`config.mk`:
```
export PLATFORM = sky130hd
export DESIGN_NAME = stopwatch_ctrl
export DESIGN_NICKNAME = d
export VERILOG_FILES = /design/src/rtl/stopwatch_pkg.sv /design/src/rtl/btn_debounce.sv /design/src/rtl/stopwatch_ctrl.sv
export SDC_FILE = /design/constraint.sdc
export NUM_CORES = 1
export LEC_CHECK = 0
export CAP_MARGIN = 20
export CORE_UTILIZATION = 55
export DETAILED_ROUTE_END_ITERATION = 6
export PLACE_DENSITY = 0.83
export SETUP_SLACK_MARGIN = 0.3
export SYNTH_ARGS = -nofsm -noshare
export SYNTH_HDL_FRONTEND = slang
export SYNTH_SLANG_ARGS = --single-unit
```
`constraint.sdc`:
```
create_clock -name clk -period 4.65 [get_ports clk]
set_input_delay 0.93 -clock clk [delete_from_list [all_inputs] [get_ports clk]]
set_output_delay 0.93 -clock clk [all_outputs]
set_load 0.1 [all_outputs]
```
`src/rtl/stopwatch_pkg.sv`:
```
// Shared types and default rates for the stopwatch run-control and digit chain.
package stopwatch_pkg;

  typedef enum logic [1:0] {
    ST_IDLE  = 2'd0,
    ST_RUN   = 2'd1,
    ST_PAUSE = 2'd2,
    ST_LAP   = 2'd3
  } sw_state_t;

  localparam int unsigned CLK_HZ_DEF    = 27_000_000;
  localparam int unsigned TICK_HZ_DEF   = 100;
  localparam int unsigned DB_CYCLES_DEF = 270_000;

endpackage

```
`src/rtl/btn_debounce.sv`:
```
// Button conditioner: 2-FF synchronizer, stable-level debounce, rising-edge press pulse.
module btn_debounce #(
  parameter int unsigned DB_CYCLES = 4
) (
  input  logic clk,
  input  logic nrst,
  input  logic btn,
  output logic press
);

  localparam int unsigned CW = $clog2(DB_CYCLES + 1);
  localparam logic [CW-1:0] CNT_LAST = CW'(DB_CYCLES - 1);

  logic          sync1;
  logic          sync2;
  logic          level;
  logic          level_d;
  logic [CW-1:0] cnt;

  always_ff @(posedge clk or negedge nrst) begin
    if (!nrst) begin
      sync1 <= 1'b0;
      sync2 <= 1'b0;
    end else begin
      sync1 <= btn;
      sync2 <= sync1;
    end
  end

  // Any cycle where the synchronized input agrees with the level restarts the run.
  always_ff @(posedge clk or negedge nrst) begin
    if (!nrst) begin
      level <= 1'b0;
      cnt   <= '0;
    end else if (sync2 != level) begin
      if (cnt == CNT_LAST) begin
        level <= sync2;
        cnt   <= '0;
      end else begin
        cnt <= cnt + 1'b1;
      end
    end else begin
      cnt <= '0;
    end
  end

  always_ff @(posedge clk or negedge nrst) begin
    if (!nrst) level_d <= 1'b0;
    else       level_d <= level;
  end

  assign press = level & ~level_d;

endmodule

```
`src/rtl/stopwatch_ctrl.sv`:
```
// Run-control sequencer: button conditioning, IDLE/RUN/PAUSE/LAP FSM and count prescaler.
module stopwatch_ctrl
  import stopwatch_pkg::*;
#(
  parameter int unsigned CLK_HZ    = CLK_HZ_DEF,
  parameter int unsigned TICK_HZ   = TICK_HZ_DEF,
  parameter int unsigned DB_CYCLES = DB_CYCLES_DEF
) (
  input  logic       clk,
  input  logic       nrst,
  input  logic       btn_ss,
  input  logic       btn_lap,
  input  logic       btn_clr,
  input  logic       ovf,
  output logic       cnt_en,
  output logic       cnt_up,
  output logic       cnt_clr,
  output logic       lap_latch,
  output logic       disp_hold,
  output logic [1:0] state,
  output logic       ovf_flag
);

  localparam int unsigned DIV = CLK_HZ / TICK_HZ;
  localparam int unsigned PW  = $clog2(DIV);
  localparam logic [PW-1:0] PRESC_LAST = PW'(DIV - 1);

  logic ss_p, lap_p, clr_p;
  logic p_ss, p_lap, p_clr;

  btn_debounce #(.DB_CYCLES(DB_CYCLES)) u_db_ss  (.clk(clk), .nrst(nrst), .btn(btn_ss),  .press(ss_p));
  btn_debounce #(.DB_CYCLES(DB_CYCLES)) u_db_lap (.clk(clk), .nrst(nrst), .btn(btn_lap), .press(lap_p));
  btn_debounce #(.DB_CYCLES(DB_CYCLES)) u_db_clr (.clk(clk), .nrst(nrst), .btn(btn_clr), .press(clr_p));

  sw_state_t     state_q, state_nx;
  logic [PW-1:0] presc;
  logic          counting;
  logic          clr_nx, latch_nx, hold_nx, flag_nx;

  assign p_clr    = clr_p;
  assign p_ss     = ss_p & ~clr_p;
  assign p_lap    = lap_p & ~clr_p & ~ss_p;

  assign counting = (state_q == ST_RUN) || (state_q == ST_LAP);
  assign cnt_en   = counting && (presc == PRESC_LAST);
  assign cnt_up   = counting;
  assign state    = state_q;

  // Partial periods survive PAUSE because the divider only advances while counting.
  always_ff @(posedge clk or negedge nrst) begin
    if (!nrst)              presc <= '0;
    else if (cnt_clr)       presc <= '0;
    else if (counting)      presc <= (presc == PRESC_LAST) ? '0 : presc + 1'b1;
  end

  always_comb begin
    state_nx = state_q;
    clr_nx   = 1'b0;
    latch_nx = 1'b0;
    hold_nx  = disp_hold;
    flag_nx  = ovf_flag;
    if (cnt_en && ovf) begin
      // Chain rolled over: stop and flag, regardless of any press this cycle.
      state_nx = ST_PAUSE;
      flag_nx  = 1'b1;
      hold_nx  = 1'b0;
    end else begin
      case (state_q)
        ST_IDLE: begin
          if (p_clr) begin
            clr_nx  = 1'b1;
            flag_nx = 1'b0;
          end else if (p_ss) begin
            state_nx = ST_RUN;
          end
        end
        ST_RUN: begin
          if (p_ss) begin
            state_nx = ST_PAUSE;
          end else if (p_lap) begin
            state_nx = ST_LAP;
            latch_nx = 1'b1;
            hold_nx  = 1'b1;
          end
        end
        ST_LAP: begin
          if (p_ss) begin
            state_nx = ST_PAUSE;
            hold_nx  = 1'b0;
          end else if (p_lap) begin
            state_nx = ST_RUN;
            hold_nx  = 1'b0;
          end
        end
        ST_PAUSE: begin
          if (p_clr) begin
            state_nx = ST_IDLE;
            clr_nx   = 1'b1;
            flag_nx  = 1'b0;
          end else if (p_ss) begin
            state_nx = ST_RUN;
          end
        end
        default: state_nx = ST_IDLE;
      endcase
    end
  end

  always_ff @(posedge clk or negedge nrst) begin
    if (!nrst) begin
      state_q   <= ST_IDLE;
      cnt_clr   <= 1'b0;
      lap_latch <= 1'b0;
      disp_hold <= 1'b0;
      ovf_flag  <= 1'b0;
    end else begin
      state_q   <= state_nx;
      cnt_clr   <= clr_nx;
      lap_latch <= latch_nx;
      disp_hold <= hold_nx;
      ovf_flag  <= flag_nx;
    end
  end

endmodule

```
==> impl_metrics.env, run 1 <==
export IMPL_startpoint_type="flip-flop"
export IMPL_viasPerCell=5.54
export IMPL_ys_async_sr_fraction=1.00
export IMPL_p_leak_nw=2.07
export IMPL_rsz0062_at_grt="no"
export IMPL_port_buffers=13
export IMPL_clockBufferDepth=2
export IMPL_cap_violations=0
export IMPL_synth_edf_count=0
export IMPL_cts_buffers=9
export IMPL_slowest_delay_ns=1.22
export IMPL_syn_area_per_cell_um2=10.1
export IMPL_synth_top_family_by_area="simple AND/OR/NAND/NOR gates"
export IMPL_floorplan_initialDensity=0.575
export IMPL_end_kind="primary output"
export IMPL_ios=14
export IMPL_postCtsSetupRepairBufs=0
export IMPL_clock_sinks=94
export IMPL_routedWlPerCell_um=14.2
export IMPL_cts_root_buffer="clkbuf_8"
export IMPL_slew_violations=0
export IMPL_final_core_util=0.623
export IMPL_die_w_um=92.3
export IMPL_first_iter_violations=114
export IMPL_crit_slowest_cell="clkdlybuf4s50_1"
export IMPL_finalNetCount=466
export IMPL_crit_type="reg -> out"
export IMPL_status="finished, final reports clean"
export IMPL_cts_resized=0
export IMPL_die_area_um2=8530
export IMPL_fin_cells=562
export IMPL_htreeDepth=3
export IMPL_die_y_um=92.3
export IMPL_grt_max_degree=72
export IMPL_slew_headroom=0.352
export IMPL_rows=32
export IMPL_diodes=0
export IMPL_drtAntennaViolNets=0
export IMPL_routed_wirelength_um=7990
export IMPL_critPathMaxFanout=15
export IMPL_synth_ff_type="dfrtp_1"
export IMPL_drcViolationCount=0
export IMPL_dr_pass1_iters=4
export IMPL_crit_family="buffers and inverters"
export IMPL_worst_slew_pin_slew_ns=0.969
export IMPL_hold_viol=0
export IMPL_holdWs_ns=0.369
export IMPL_clk_pin_slew_ns=0.10
export IMPL_crit_chain="clkdlybuf4s50_1"
export IMPL_synth_compound_area_frac=0.0337
export IMPL_clock_skew_ns=0.0153
export IMPL_layout_drive_gt1_share=0.0891
export IMPL_grt_util_all_layers=0.210
export IMPL_gp_congestion=0.847
export IMPL_placed_cells=547
export IMPL_period_needed_ns=3.15
export IMPL_grt_pass1_wl_um=14200
export IMPL_tns_ns=0
export IMPL_p_per_area_nw_per_um2=299
export IMPL_cp_num_buf_inv=1
export IMPL_synthSimpleGateAreaFrac=0.255
export IMPL_cts_hold_buf=0
export IMPL_core_area_um2=7810
export IMPL_yosys_warnings=0
export IMPL_worst_ep_arrival_time_ns=2.22
export IMPL_synth_seq_cells=94
export IMPL_tritoncts="built"
export IMPL_grt_pass1_vias=3095
export IMPL_ir_drop_uv=159
export IMPL_syn_inst=443
export IMPL_grt_antenna_before_repair=0
export IMPL_synthesis_area_um2=4490
export IMPL_setup_viol=0
export IMPL_synthMuxAreaShare=0.00753
export IMPL_synthAdderAreaFrac=0.0111
export IMPL_clock_latency_ns=0.36
export IMPL_ys_seq_area_frac=0.524
export IMPL_ys_types=48
export IMPL_synth_net_count=453
export IMPL_fmax_mhz=317
export IMPL_vias=3114
export IMPL_syn_to_final_growth_pct=8.28
export IMPL_period_share=0.678
export IMPL_synth_xor_area_frac=0.135
export IMPL_critPathRequiredTime_ns=3.72
export IMPL_place_hpwl_um=5420
export IMPL_holdCritPathClass="reg -> reg"
export IMPL_total_power_mw=1.45
export IMPL_gr_total_overflow=0
==> report_power, final <==
| group | internal, mW | leakage [nW] | switching (mW) |
|---|---|---|---|
| sequential | 0.826 | 1.26 | 0.00780 |
| combinational | 0.0111 | 0.709 | 0.0292 |
| clock | 0.300 | 0.105 | 0.279 |
==> cells by family after synthesis <==
group	after synthesis
AO/OA/AOI/OAI	21
XOR/XNOR	69
adder cells (fa/ha/maj)	4
buffers and inverters	26
flip-flops	94
multiplexers	3
AND/OR/NAND/NOR	226
==> cells in the final DEF (no fill, tap or decap), types with 2 or more instances in the layout <==
cell type,n
nand4_1,20
nand2_1,35
and4_1,3
clkinv_2,2
nand4_2,2
nand2b_1,5
o22a_1,2
clkdlybuf4s50_1,11
xnor2_1,29
clkbuf_8,9
o21bai_2,2
o21ai_0,4
nor4_2,3
nand3_1,24
nor3_2,4
ha_1,4
inv_1,14
nor3_1,8
bufinv_16,2
nor4b_1,2
a21oi_1,4
nor2_1,93
xor2_1,40
and3_1,6
nand4b_1,2
dfrtp_1,94
buf_4,3
nor2b_1,2
nor4_1,7
mux2_2,3
==> area by class of cell <==
cell class | count | area, µm²
Tap cell | 102 | 128
Clock buffer | 9 | 124
Sequential cell | 94 | 2350
Multi-Input combinational cell | 323 | 1990
Inverter | 14 | 52.6
Timing Repair Buffer | 14 | 133
Clock inverter | 6 | 86.3
Fill cell | 632 | 2950
==> cells in the mapped netlist, types with 4 or more instances <==
library cell  number  share of area
and3_1             6         0.0084
buf_6              6          0.015
ha_1               4          0.011
nand4_1           20          0.028
nand2b_1           5         0.0070
inv_1             14          0.012
xnor2_1           29          0.057
nor2_1            93          0.078
nand2_1           35          0.029
xor2_1            40          0.078
a21oi_1            4         0.0045
nor4_1             7         0.0098
o21ai_0            4         0.0045
nor3_2             4         0.0089
nor3_1             8         0.0089
dfrtp_1           94           0.52
nand3_1           24          0.027
==> metal layers <==
| metal | vias to the layer above | track usage | routed length (µm) |
|---|---|---|---|
| li1 | 1513 | - | - |
| met1 | 1515 | 0.279 | 3680 |
| met2 | 66 | 0.338 | 3810 |
| met3 | 20 | 0.0419 | 303 |
| met4 | 0 | 0.0885 | 194 |
| met5 | - | 0 | 0 |
==> state kept, by name, indices dropped and copies added, names as in the netlist, 2 cells and up <==
signal / cells
state: 2
presc: 19
u_db_lap.cnt: 19
u_db_clr.cnt: 19
u_db_ss.cnt: 19
==> final timing paths <==
check,start,to,slack (ns),depth (start not counted)
max,state[0],state[0],1.50,1
min,u_db_lap.sync1,u_db_lap.sync2,0.37,0
max in group asynchronous,nrst,u_db_ss.cnt[7],3.11,2
min in group asynchronous,nrst,u_db_clr.cnt[10],0.69,1
max reg2reg,state[0],presc[11],2.48,5
min reg2reg,u_db_lap.sync1,u_db_lap.sync2,0.37,0
==> metrics by stage <==
| stage | cell area (µm²) | worst slack, ns |
|---|---|---|
| 6_report | 4860 | 1.50 |
| 5_1_grt | 4860 | 1.42 |
| 3_5_place_dp | 4650 | 1.90 |
| 4_1_cts | 4860 | 1.50 |
| 3_3_place_gp | 4650 | 1.92 |
| 2_1_floorplan | 4490 | 0.826 |
(Power assumes the default switching activity.)
==> inputs of run 2 (changes only) <==
--- a/config.mk
+++ b/config.mk
@@ -8,7 +8,7 @@
 export CAP_MARGIN = 20
 export CORE_UTILIZATION = 55
 export DETAILED_ROUTE_END_ITERATION = 6
-export PLACE_DENSITY = 0.83
+export PLACE_DENSITY = 0.85
 export SETUP_SLACK_MARGIN = 0.3
 export SYNTH_ARGS = -nofsm -noshare
 export SYNTH_HDL_FRONTEND = slang
==> constraint.sdc (replaced) <==
create_clock -name clk -period 2.74 [get_ports clk]
set_input_delay 0.548 -clock clk [delete_from_list [all_inputs] [get_ports clk]]
set_output_delay 0.548 -clock clk [all_outputs]
set_load 0.1 [all_outputs]
==> impl_metrics.env, run 2 (synthesis results as in run 1) <==
export IMPL_register_area_um2=2350
export IMPL_clockBufferDepth=2
export IMPL_die_w_um=92.3
export IMPL_post_dp_cell_area_um2=4670
export IMPL_cts_root_buffer="clkbuf_8"
export IMPL_reg2reg_slack_ns=0.63
export IMPL_rsz0062_at_grt="no"
export IMPL_final_common_cell="dfrtp_1"
export IMPL_clk_pin_slew_ns=0.09
export IMPL_finalNetCount=469
export IMPL_critPathRequiredTime_ns=2.19
export IMPL_gp_congestion=0.863
export IMPL_met2_usage=0.344
export IMPL_hold_viol=0
export IMPL_clock_sinks=94
export IMPL_ir_drop_uv=309
export IMPL_grt_util_all_layers=0.215
export IMPL_gr_total_overflow=0
export IMPL_htreeDepth=3
export IMPL_clock_skew_ns=0.00664
export IMPL_status="finished, final reports clean"
export IMPL_period_needed_ns=2.33
export IMPL_tns_ns=0
export IMPL_rows=32
export IMPL_routedWlPerCell_um=14.7
export IMPL_multi_input_comb_area_um2=1990
export IMPL_p_leak_nw=2.09
export IMPL_fill_cells=597
export IMPL_ios=14
export IMPL_period_share=0.851
export IMPL_crit_type="reg -> out"
export IMPL_core_area_um2=7810
export IMPL_syn_to_final_growth_pct=8.92
export IMPL_layout_drive_gt1_share=0.114
export IMPL_holdWs_ns=0.166
export IMPL_grt_antenna_before_repair=0
export IMPL_die_y_um=92.3
export IMPL_slew_violations=0
export IMPL_use_met3=0.0493
export IMPL_slew_headroom=0.518
export IMPL_diodes=0
export IMPL_placed_cells=548
export IMPL_cts_hold_buf=0
export IMPL_worst_slew_pin_slew_ns=0.724
export IMPL_vias=3132
export IMPL_fmax_mhz=429
export IMPL_design_area_um2=4890
export IMPL_drtAntennaViolNets=0
export IMPL_setup_viol=0
export IMPL_final_cell_mix="dfrtp_1 (93), nor2_1 (92), xor2_1 (40)"
export IMPL_grt_pass1_vias=3136
export IMPL_first_iter_violations=245
export IMPL_clock_latency_ns=0.36
export IMPL_layout_setup_ws_ns=0.408
export IMPL_port_buffers=13
export IMPL_holdCritPathClass="in -> async"
export IMPL_startpoint_type="flip-flop"
export IMPL_drcViolationCount=0
export IMPL_fin_cells=566
export IMPL_postCtsSetupRepairBufs=0
export IMPL_end_kind="primary output"
export IMPL_die_area_um2=8530
export IMPL_cts_resized=0
export IMPL_total_power_mw=2.41
export IMPL_p_per_area_nw_per_um2=493
export IMPL_grt_busiest_layer="met2"
export IMPL_tritoncts="built"
export IMPL_post_place_ws_ns=0.686
export IMPL_floorplan_initialDensity=0.575
export IMPL_grt_max_degree=52
export IMPL_final_core_util=0.626
export IMPL_grt_pass1_wl_um=14400
export IMPL_dr_pass1_iters=4
export IMPL_viasPerCell=5.53
export IMPL_worst_ep_arrival_time_ns=1.78
export IMPL_place_hpwl_um=5650
export IMPL_critPathMaxFanout=4
export IMPL_cts_buffers=9
export IMPL_cap_violations=0
export IMPL_gr_usage_met1=0.288
export IMPL_routed_wirelength_um=8330
run 2: cell types whose count changed in the layout (fill, tap and decap cells not counted), sizes merged:
cell / before / now
buf: 3 / 13
clkdlybuf4s50: 11 / 4
clkbuf: 9 / 11
bufinv: 2 / 1
clkinvlp: 1 / 2
inv: 15 / 14
run 2: cell type report:
type | instances | share of cell area
Tap cell | 102 | 0.0261
Timing Repair Buffer | 17 | 0.0333
Inverter | 14 | 0.0107
Clock buffer | 11 | 0.0289
Sequential cell | 94 | 0.481
Clock inverter | 5 | 0.0120
Multi-Input combinational cell | 323 | 0.408
run 2: worst max-delay path, stage by stage, from the launching register on:
cell     delay, ns
dfrtp_1       0.41
ha_1          0.21
and3_1        0.21
nand4_1       0.22
nor2_4        0.19
buf_12        0.19
run 2: worst paths after layout:
path,start,endpoint,depth (start not counted)
worst max-delay path,presc[0],cnt_en,5
worst min-delay path,nrst,u_db_clr.cnt[12],1
max in group asynchronous,nrst,u_db_lap.cnt[7],2
min in group clk,u_db_ss.sync1,u_db_ss.sync2,0
worst max register to register,u_db_clr.cnt[8],u_db_clr.cnt[9],5
worst min register to register,u_db_ss.sync1,u_db_ss.sync2,0
run 2: where the power goes:
group | switching [mW] | internal (mW) | total (mW) | leakage [nW]
Clock | 0.478 | 0.447 | 0.925 | 0.0955
Sequential | 0.0134 | 1.40 | 1.41 | 1.26
Combinational | 0.0503 | 0.0209 | 0.0712 | 0.734
run 2: per-layer routing:
metal	share of wire	wire, µm
met1	0.46	3830
met2	0.49	4090
met3	0.036	301
met4	0.014	113
met5	0	0
